===== src/rtl/nibble_serial_adder.sv =====
// rtl/nibble_serial_adder.sv - multi-cycle WIDTH-bit adder over a 4-bit ripple-carry slice
// Optional signed-overflow output: define RCA_OVF_EN.

module ripple_carry_adder (
    input  logic [3:0] a,
    input  logic [3:0] b,
    input  logic       cin,
    output logic [3:0] sum,
    output logic       cout
);
    logic [4:0] c;

    always_comb begin
        c    = '0;
        sum  = '0;
        c[0] = cin;
        for (int i = 0; i < 4; i++) begin
            sum[i]   = a[i] ^ b[i] ^ c[i];
            c[i + 1] = (a[i] & b[i]) | (c[i] & (a[i] ^ b[i]));
        end
        cout = c[4];
    end
endmodule

module nibble_serial_adder #(
    parameter int WIDTH = 16
) (
    input  logic             clk,
    input  logic             rst,
    input  logic             in_valid,
    output logic             in_ready,
    input  logic [WIDTH-1:0] a,
    input  logic [WIDTH-1:0] b,
    input  logic             cin,
    output logic             out_valid,
    input  logic             out_ready,
    output logic [WIDTH-1:0] sum,
    output logic             cout
`ifdef RCA_OVF_EN
    ,
    output logic             ovf
`endif
);
    localparam int NIB = WIDTH / 4;
    localparam int IW  = $clog2(NIB);

    typedef enum logic [1:0] {
        IDLE = 2'd0,
        RUN  = 2'd1,
        DONE = 2'd2
    } state_t;

    state_t            state, state_nx;
    logic [IW-1:0]     idx;
    logic              carry;
    logic [WIDTH-1:0]  a_q, b_q;
    logic [3:0]        s_sum;
    logic              s_cout;
    logic              last;

    assign last      = (idx == IW'(NIB - 1));
    assign in_ready  = (state == IDLE);
    assign out_valid = (state == DONE);

    // Nibble i of each operand is selected by shifting the index left by two.
    ripple_carry_adder u_slice (
        .a    (a_q[{idx, 2'b00} +: 4]),
        .b    (b_q[{idx, 2'b00} +: 4]),
        .cin  (carry),
        .sum  (s_sum),
        .cout (s_cout)
    );

    always_ff @(posedge clk or posedge rst) begin
        if (rst) begin
            state <= IDLE;
        end else begin
            state <= state_nx;
        end
    end

    always_comb begin
        state_nx = state;
        case (state)
            IDLE:    if (in_valid)  state_nx = RUN;
            RUN:     if (last)      state_nx = DONE;
            DONE:    if (out_ready) state_nx = IDLE;
            default:                state_nx = IDLE;
        endcase
    end

    always_ff @(posedge clk or posedge rst) begin
        if (rst) begin
            idx   <= '0;
            carry <= 1'b0;
            a_q   <= '0;
            b_q   <= '0;
            sum   <= '0;
            cout  <= 1'b0;
`ifdef RCA_OVF_EN
            ovf   <= 1'b0;
`endif
        end else begin
            case (state)
                IDLE: begin
                    if (in_valid) begin
                        a_q   <= a;
                        b_q   <= b;
                        carry <= cin;
                        idx   <= '0;
                    end
                end
                RUN: begin
                    sum[{idx, 2'b00} +: 4] <= s_sum;
                    carry                  <= s_cout;
                    if (last) begin
                        idx  <= '0;
                        cout <= s_cout;
`ifdef RCA_OVF_EN
                        // Top sum bit comes straight from the slice on this final pass.
                        ovf  <= (a_q[WIDTH-1] ~^ b_q[WIDTH-1]) & (s_sum[3] ^ a_q[WIDTH-1]);
`endif
                    end else begin
                        idx <= idx + 1'b1;
                    end
                end
                default: ;
            endcase
        end
    end
endmodule

===== config.mk =====
export PLATFORM = sky130hd
export DESIGN_NAME = nibble_serial_adder
export DESIGN_NICKNAME = d
export VERILOG_FILES = /design/src/rtl/nibble_serial_adder.sv
export SDC_FILE = /design/constraint.sdc
export NUM_CORES = 1
export LEC_CHECK = 0
export ABC_AREA = 0
export BUFFER_PORTS_ARGS = -buffer_cell sky130_fd_sc_hd__buf_2
export CAP_MARGIN = 20
export CELL_PAD_IN_SITES_DETAIL_PLACEMENT = 2
export CELL_PAD_IN_SITES_GLOBAL_PLACEMENT = 2
export CORE_ASPECT_RATIO = 1.75
export CORE_MARGIN = 3
export CORE_UTILIZATION = 37
export CTS_CLUSTER_SIZE = 40
export DETAILED_ROUTE_END_ITERATION = 12
export GPL_ROUTABILITY_DRIVEN = 1
export PLACE_DENSITY_LB_ADDON = 0.1
export SYNTH_ARGS = -nofsm -noshare
export SYNTH_HDL_FRONTEND = slang
export SYNTH_SLANG_ARGS = --single-unit

===== constraint.sdc =====
create_clock -name clk -period 3.85 [get_ports clk]
set_input_delay 0.385 -clock clk [delete_from_list [all_inputs] [get_ports clk]]
set_output_delay 0.385 -clock clk [all_outputs]
set_load 0.01 [all_outputs]

==> metrics.txt, run 1 <==
status complete, no violations; Area Overhead vs Synth 18.85%; Hold Vio Cnt, Final 0; Syn Std Cell Area 0.002609 mm²; Hold-fix buffers, CTS 0; WS Path Type reg2reg; Rows 39; most area-hungry cell type in the Yosys netlist dfrtp_1; vias per cell 5.179; All-Layer GR Usage 17.44%; global-route wire length before repair ~11000 µm; Non-Filler Instances 324; share of the synthesized area in the top cell type 51.80%; Setup crit start kind flop; vias in the first global route 2028; Critical Path Fanout Max 11; Die W ~70 µm; CTS HTree Levels 2; Post-Syn Instances 183; syn_area_per_cell 14.26 µm²; fin nets 289; total grt overflow 0; Yosys cell types 32; main flop type after synthesis dfrtp_1; crit path DAT 3.30 ns; Post-DRT Antenna Nets 0; Power per Cell Area approximately 950 mW/mm²; Worst Reg2Reg Path Length in Cells 11; period utilization 79.94%; DRT Pass-1 Iters 3; final slew viol count 0; Total Wirelength ~6400 µm; DIE AREA slightly above 0.008 mm²; Ys Warns 0; RSZ-0062 raised after global routing false; Initial Utilization 39.02%; Num Clock Sinks 54; Worst Hold Class in2async; DRC 0; I/O Pins 56; maxcap violations 0; Setup Skew 0.006842 ns; Tightest Pin Transition approximately 0.68 ns; post-synthesis sequential area ratio 51.80%; DR vias between 1500 and 2000; clock tree from TritonCTS built; Final setup violation count 0; Die Y 117.1 µm; Worst Path Required 4.07 ns; main area contributors after synthesis dfrtp_1, mux2_4, mux4_2; most frequent cells after synthesis dfrtp_1, mux2_4, nand2_1, inv_1, mux2_1; max frequency 0.3249 GHz; R2R setup slack 0.77 ns; Leak Pwr 1.489 nW; setup TNS 0 ns; asr flop ratio synth 100.0%; placed insts 316; Worst-path clk slew about 0.07 ns; largest net degree at the start of global routing 55; layout cells sized above 1 40.91%; Yosys reg bits 54; core area 0.006685 mm²; CP endpoint sum[7]; post-CTS sizing 0; PortBufs 55; Tmin final 3.078 ns; Max-slew headroom 54.67%; Critical R2R Capture sum[7]; TritonCTS Buffers 5; post-DP HPWL between 4000 and 5000 µm; critical path capture point type flop; WL/cell 19.86 µm; worst skew pair latency slightly below 0.3 ns; drt initial violations 69; Post-synth EDFFs 0; Max rail drop VDD 0.0003734 V; CP startpoint idx[0]; clk root buf clkbuf_16; routability cong. about 0.75; post-synth net total 230; top-count cell post-synth dfrtp_1; initial antenna violation count 0; antenna cells 0; clk buf depth 2; R2R Path Start idx[0]; Post CTS Setup Buffer Count 0
state kept, by name, summed over array words and instances, names as in the netlist:
register,flops
state,2
b_q,16
a_q,16
carry,1
cout,1
sum,16
idx,2
cell type report:
cell class / instances / area [µm²]
multi-input combinational: 109 / 1147
clock buffer: 7 / 132.6
tap: 82 / 102.6
inverter: 13 / 48.80
sequential: 54 / 1351
fill: 659 / 3585
timing repair buffer: 59 / 317.8
report_power, final:
part	switching, W	internal [W]	total (W)
Sequential	0.000197	0.000824	0.00102
Combinational	0.000770	0.000726	0.00150
Clock	0.000194	0.000238	0.000432
per-layer routing:
metal	wire (µm)	vias to the layer above	track usage (%)
met2	3853	39	34.44
met5	0	-	0
met4	173	0	7.953
met3	199	13	2.906
li1	-	764	-
met1	2210	862	17.70
critical path, stage by stage (launching register included):
cell,delay [ns]
dfrtp_1,0.66
mux4_2,0.57
inv_1,0.09
fa_1,0.16
inv_1,0.05
fa_1,0.36
inv_1,0.08
fa_1,0.16
inv_1,0.05
fa_1,0.57
nand3_1,0.10
o21ai_0,0.15
cell families after synthesis:
group / after synthesis / synth area share, %
multiplexers: 41 / 24.03
AND/OR/NAND/NOR: 34 / 7.434
flip-flops: 54 / 51.80
adder cells (fa/ha/maj): 10 / 5.947
buffers and inverters: 20 / 4.220
AO/OA/AOI/OAI: 24 / 6.570
layout by cell type, fill, tap and decap left out, types with 5 or more instances in the layout:
master	Yosys	routed
o31ai_1	7	7
clkbuf_16	0	5
buf_2	1	55
dfrtp_1	54	54
mux2_1	10	10
ha_1	6	6
nand2_1	15	15
mux2_4	20	20
inv_1	13	12
mux4_2	8	8
o21ai_0	5	5
per-stage QoR:
step           setup slack (ns)  total power (W)  hold slack [ns]  utilization (%)  instance area [µm²]
2_1_floorplan             1.069         0.002052           0.4524                -                 2609
6_report                 0.7722         0.002950          0.08561            46.38                 3100
3_5_place_dp             0.7665         0.002548           0.4688            44.10                 2948
5_1_grt                  0.4760         0.003197           0.1043            46.38                 3100
3_3_place_gp             0.8388         0.002460           0.4575            44.10                 2948
4_1_cts                  0.7142         0.003003           0.2726            46.08                 3080
worst min path at each step:
stage,slack [ns],startpoint,cells past startpoint,end
CTS,0.27,out_ready,2,state[1]
floorplan,0.45,a_q[11],1,a_q[11]
global route,0.10,rst,2,sum[2]
global placement,0.46,sum[14],2,sum[14]
detailed placement,0.47,sum[12],2,sum[12]
finish,0.09,rst,2,a_q[0]
(Power assumes the default switching activity.)
==> run 2, diff against run 1 <==
==> constraint.sdc (replaced) <==
create_clock -name clk -period 3.2 [get_ports clk]
set_input_delay 0.32 -clock clk [delete_from_list [all_inputs] [get_ports clk]]
set_output_delay 0.32 -clock clk [all_outputs]
set_load 0.01 [all_outputs]
==> run 2 against run 1 <==
  * Worst setup slack worse by 0.47 ns
  * Utilization grew 0.11 points
  * Non-clock buffer count is 1 higher
  * Combinational power rose by 20%
  * Flip-flop and latch count unchanged
==> metrics.txt, run 2 (synthesis gave the netlist of run 1 again) <==
busiest grt layer met2; TritonCTS Buffers 5 (unchanged); post-DP HPWL 5064 µm (+2.0%); DRT Pass-1 Iters 4 (+1); final slew viol count 0 (unchanged); most common cell after layout, fill and taps aside buf_2; Worst Path Required 3.41 ns (-0.66 ns); Setup crit start kind flop; Crit-path slowest cell fa_1; WS Path Type reg2reg; clock tree from TritonCTS built; crit path DAT 3.11 ns (-0.19 ns); core area 0.006685 mm² (unchanged); critical path capture point type flop; largest net degree at the start of global routing 55 (unchanged); routing usage on met2 35.20% (+0.77 points); Post CTS Setup Buffer Count 0 (unchanged); Tightest Pin Transition 0.5358 ns (-0.1426 ns); Die Y 117.1 µm (unchanged); Worst-path clk slew 0.07 ns (about the same); PortBufs 55 (unchanged); Area Overhead vs Synth 19.14%; total grt overflow 0 (unchanged); Post-DRT Antenna Nets 0 (unchanged); layout cells sized above 1 41.15% (+0.24 points); Critical R2R Capture sum[7]; Total Wirelength 6455 µm (+0.30%); Final setup violation count 0 (unchanged); worst skew pair latency 0.29 ns (about the same); Initial Utilization 39.02% (unchanged); All-Layer GR Usage 17.24% (-0.20 points); Non-Filler Instances 325 (+0.31%); vias per cell 5.206 (+0.52%); CP peak stage delay 0.57 ns (-0.09 ns); met3 Use GR 3.504% (+0.60 points); Top Registers a_q (16), b_q (16), sum (16); clk root buf clkbuf_16; DIE AREA 0.008134 mm² (unchanged); Max-slew headroom 64.28% (+9.6 points); WL/cell 19.86 µm (about the same); post-CTS sizing 0 (unchanged); CTS HTree Levels 2 (unchanged); Die W 69.48 µm (unchanged); drt initial violations 108 (+57%); Tmin final 2.897 ns (-0.1808 ns); GR Util met1 17.03% (-0.66 points); Rows 39 (unchanged); I/O Pins 56 (unchanged); Critical Path Fanout Max 5 (-6); Leak Pwr 1.494 nW (+0.33%); global-route wire length before repair 10840 µm (+1.0%); fin nets 290 (+0.35%); Setup Skew 0.01000 ns (+0.003159 ns); RSZ-0062 raised after global routing false; Num Clock Sinks 54 (unchanged); Hold Vio Cnt, Final 0 (unchanged); status complete, no violations; max frequency 0.3452 GHz (+6.2%); vias in the first global route 2059 (+1.5%); DRC 0 (unchanged); Worst Hold Class in2async; maxcap violations 0 (unchanged); antenna cells 0 (unchanged); R2R Path Start idx[0]; Worst Reg2Reg Path Length in Cells 11 (unchanged); placed insts 317 (+0.32%); Hold-fix buffers, CTS 0 (unchanged); Power per Cell Area 1138 mW/mm² (+20%); setup TNS 0 ns (unchanged); Max rail drop VDD 0.0004336 V (+16%); R2R setup slack 0.30 ns (-0.47 ns); commonest non-fill, non-tap cells in the layout buf_2, dfrtp_1, mux2_4; DR vias 1692 (+0.83%); initial antenna violation count 0 (unchanged); clk buf depth 2 (unchanged); period utilization 90.53% (+11 points); routability cong. 0.7753 (+2.8%); critical path, cell by cell mux4_2 > inv_1 > fa_1 > inv_1 > fa_1 > inv_1 > fa_1 > inv_1 > fa_1 > nand3_1 > o21ai_0
## run 2: worst max-delay path by stage
stage,startpoint,endpoint,cells after the start
after floorplan,idx[0],sum[11],12
after global placement,idx[0],sum[7],9
after detailed placement,idx[0],sum[7],11
after CTS,idx[0],sum[7],11
after global routing,idx[0],sum[7],11
final,idx[0],sum[7],11
## run 2: report_power, final
part / total, W / internal [W] / switching (W)
sequential: 0.00122 / 0.000992 / 0.000231
combinational: 0.00180 / 0.000878 / 0.000917
clock: 0.000520 / 0.000287 / 0.000233
## run 2: cell type report
cell class / count / area (µm²)
fillers: 663 / 3577
flip-flops and latches: 54 / 1351
multi-input cells: 109 / 1147
repair buffers: 60 / 325.3
clock buffers: 7 / 132.6
well taps: 82 / 102.6
inverters: 13 / 48.80
## run 2: through the flow
| stage | hold slack (ns) | util, % | setup slack [ns] | area [µm²] | power [W] |
|---|---|---|---|---|---|
| final | 0.06455 | 46.49 | 0.3030 | 3108 | 0.003538 |
| after global routing | 0.1106 | 46.49 | 0.1288 | 3108 | 0.003825 |
| after CTS | 0.2089 | 46.19 | 0.2675 | 3088 | 0.003616 |
| after detailed placement | 0.4813 | 44.21 | 0.2657 | 2955 | 0.003073 |
| after global placement | 0.4559 | 44.21 | 0.4141 | 2955 | 0.002979 |
| after floorplan | 0.4063 | - | 0.4187 | 2609 | 0.002469 |
## run 2: layer usage
metal | up-vias | wire (µm)
met3 | 9 | 209
met1 | 870 | 2185
met4 | 0 | 108
li1 | 775 | -
met5 | - | 0
met2 | 38 | 3951
## run 2: critical path: cells and delay by family, from the launching register on
family / cells / cell delay (ns)
adder cells (fa/ha/maj): 4 / 1.27
AND/OR/NAND/NOR: 1 / 0.11
AO/OA/AOI/OAI: 1 / 0.15
multiplexers: 1 / 0.54
flip-flops: 1 / 0.47
buffers and inverters: 4 / 0.28
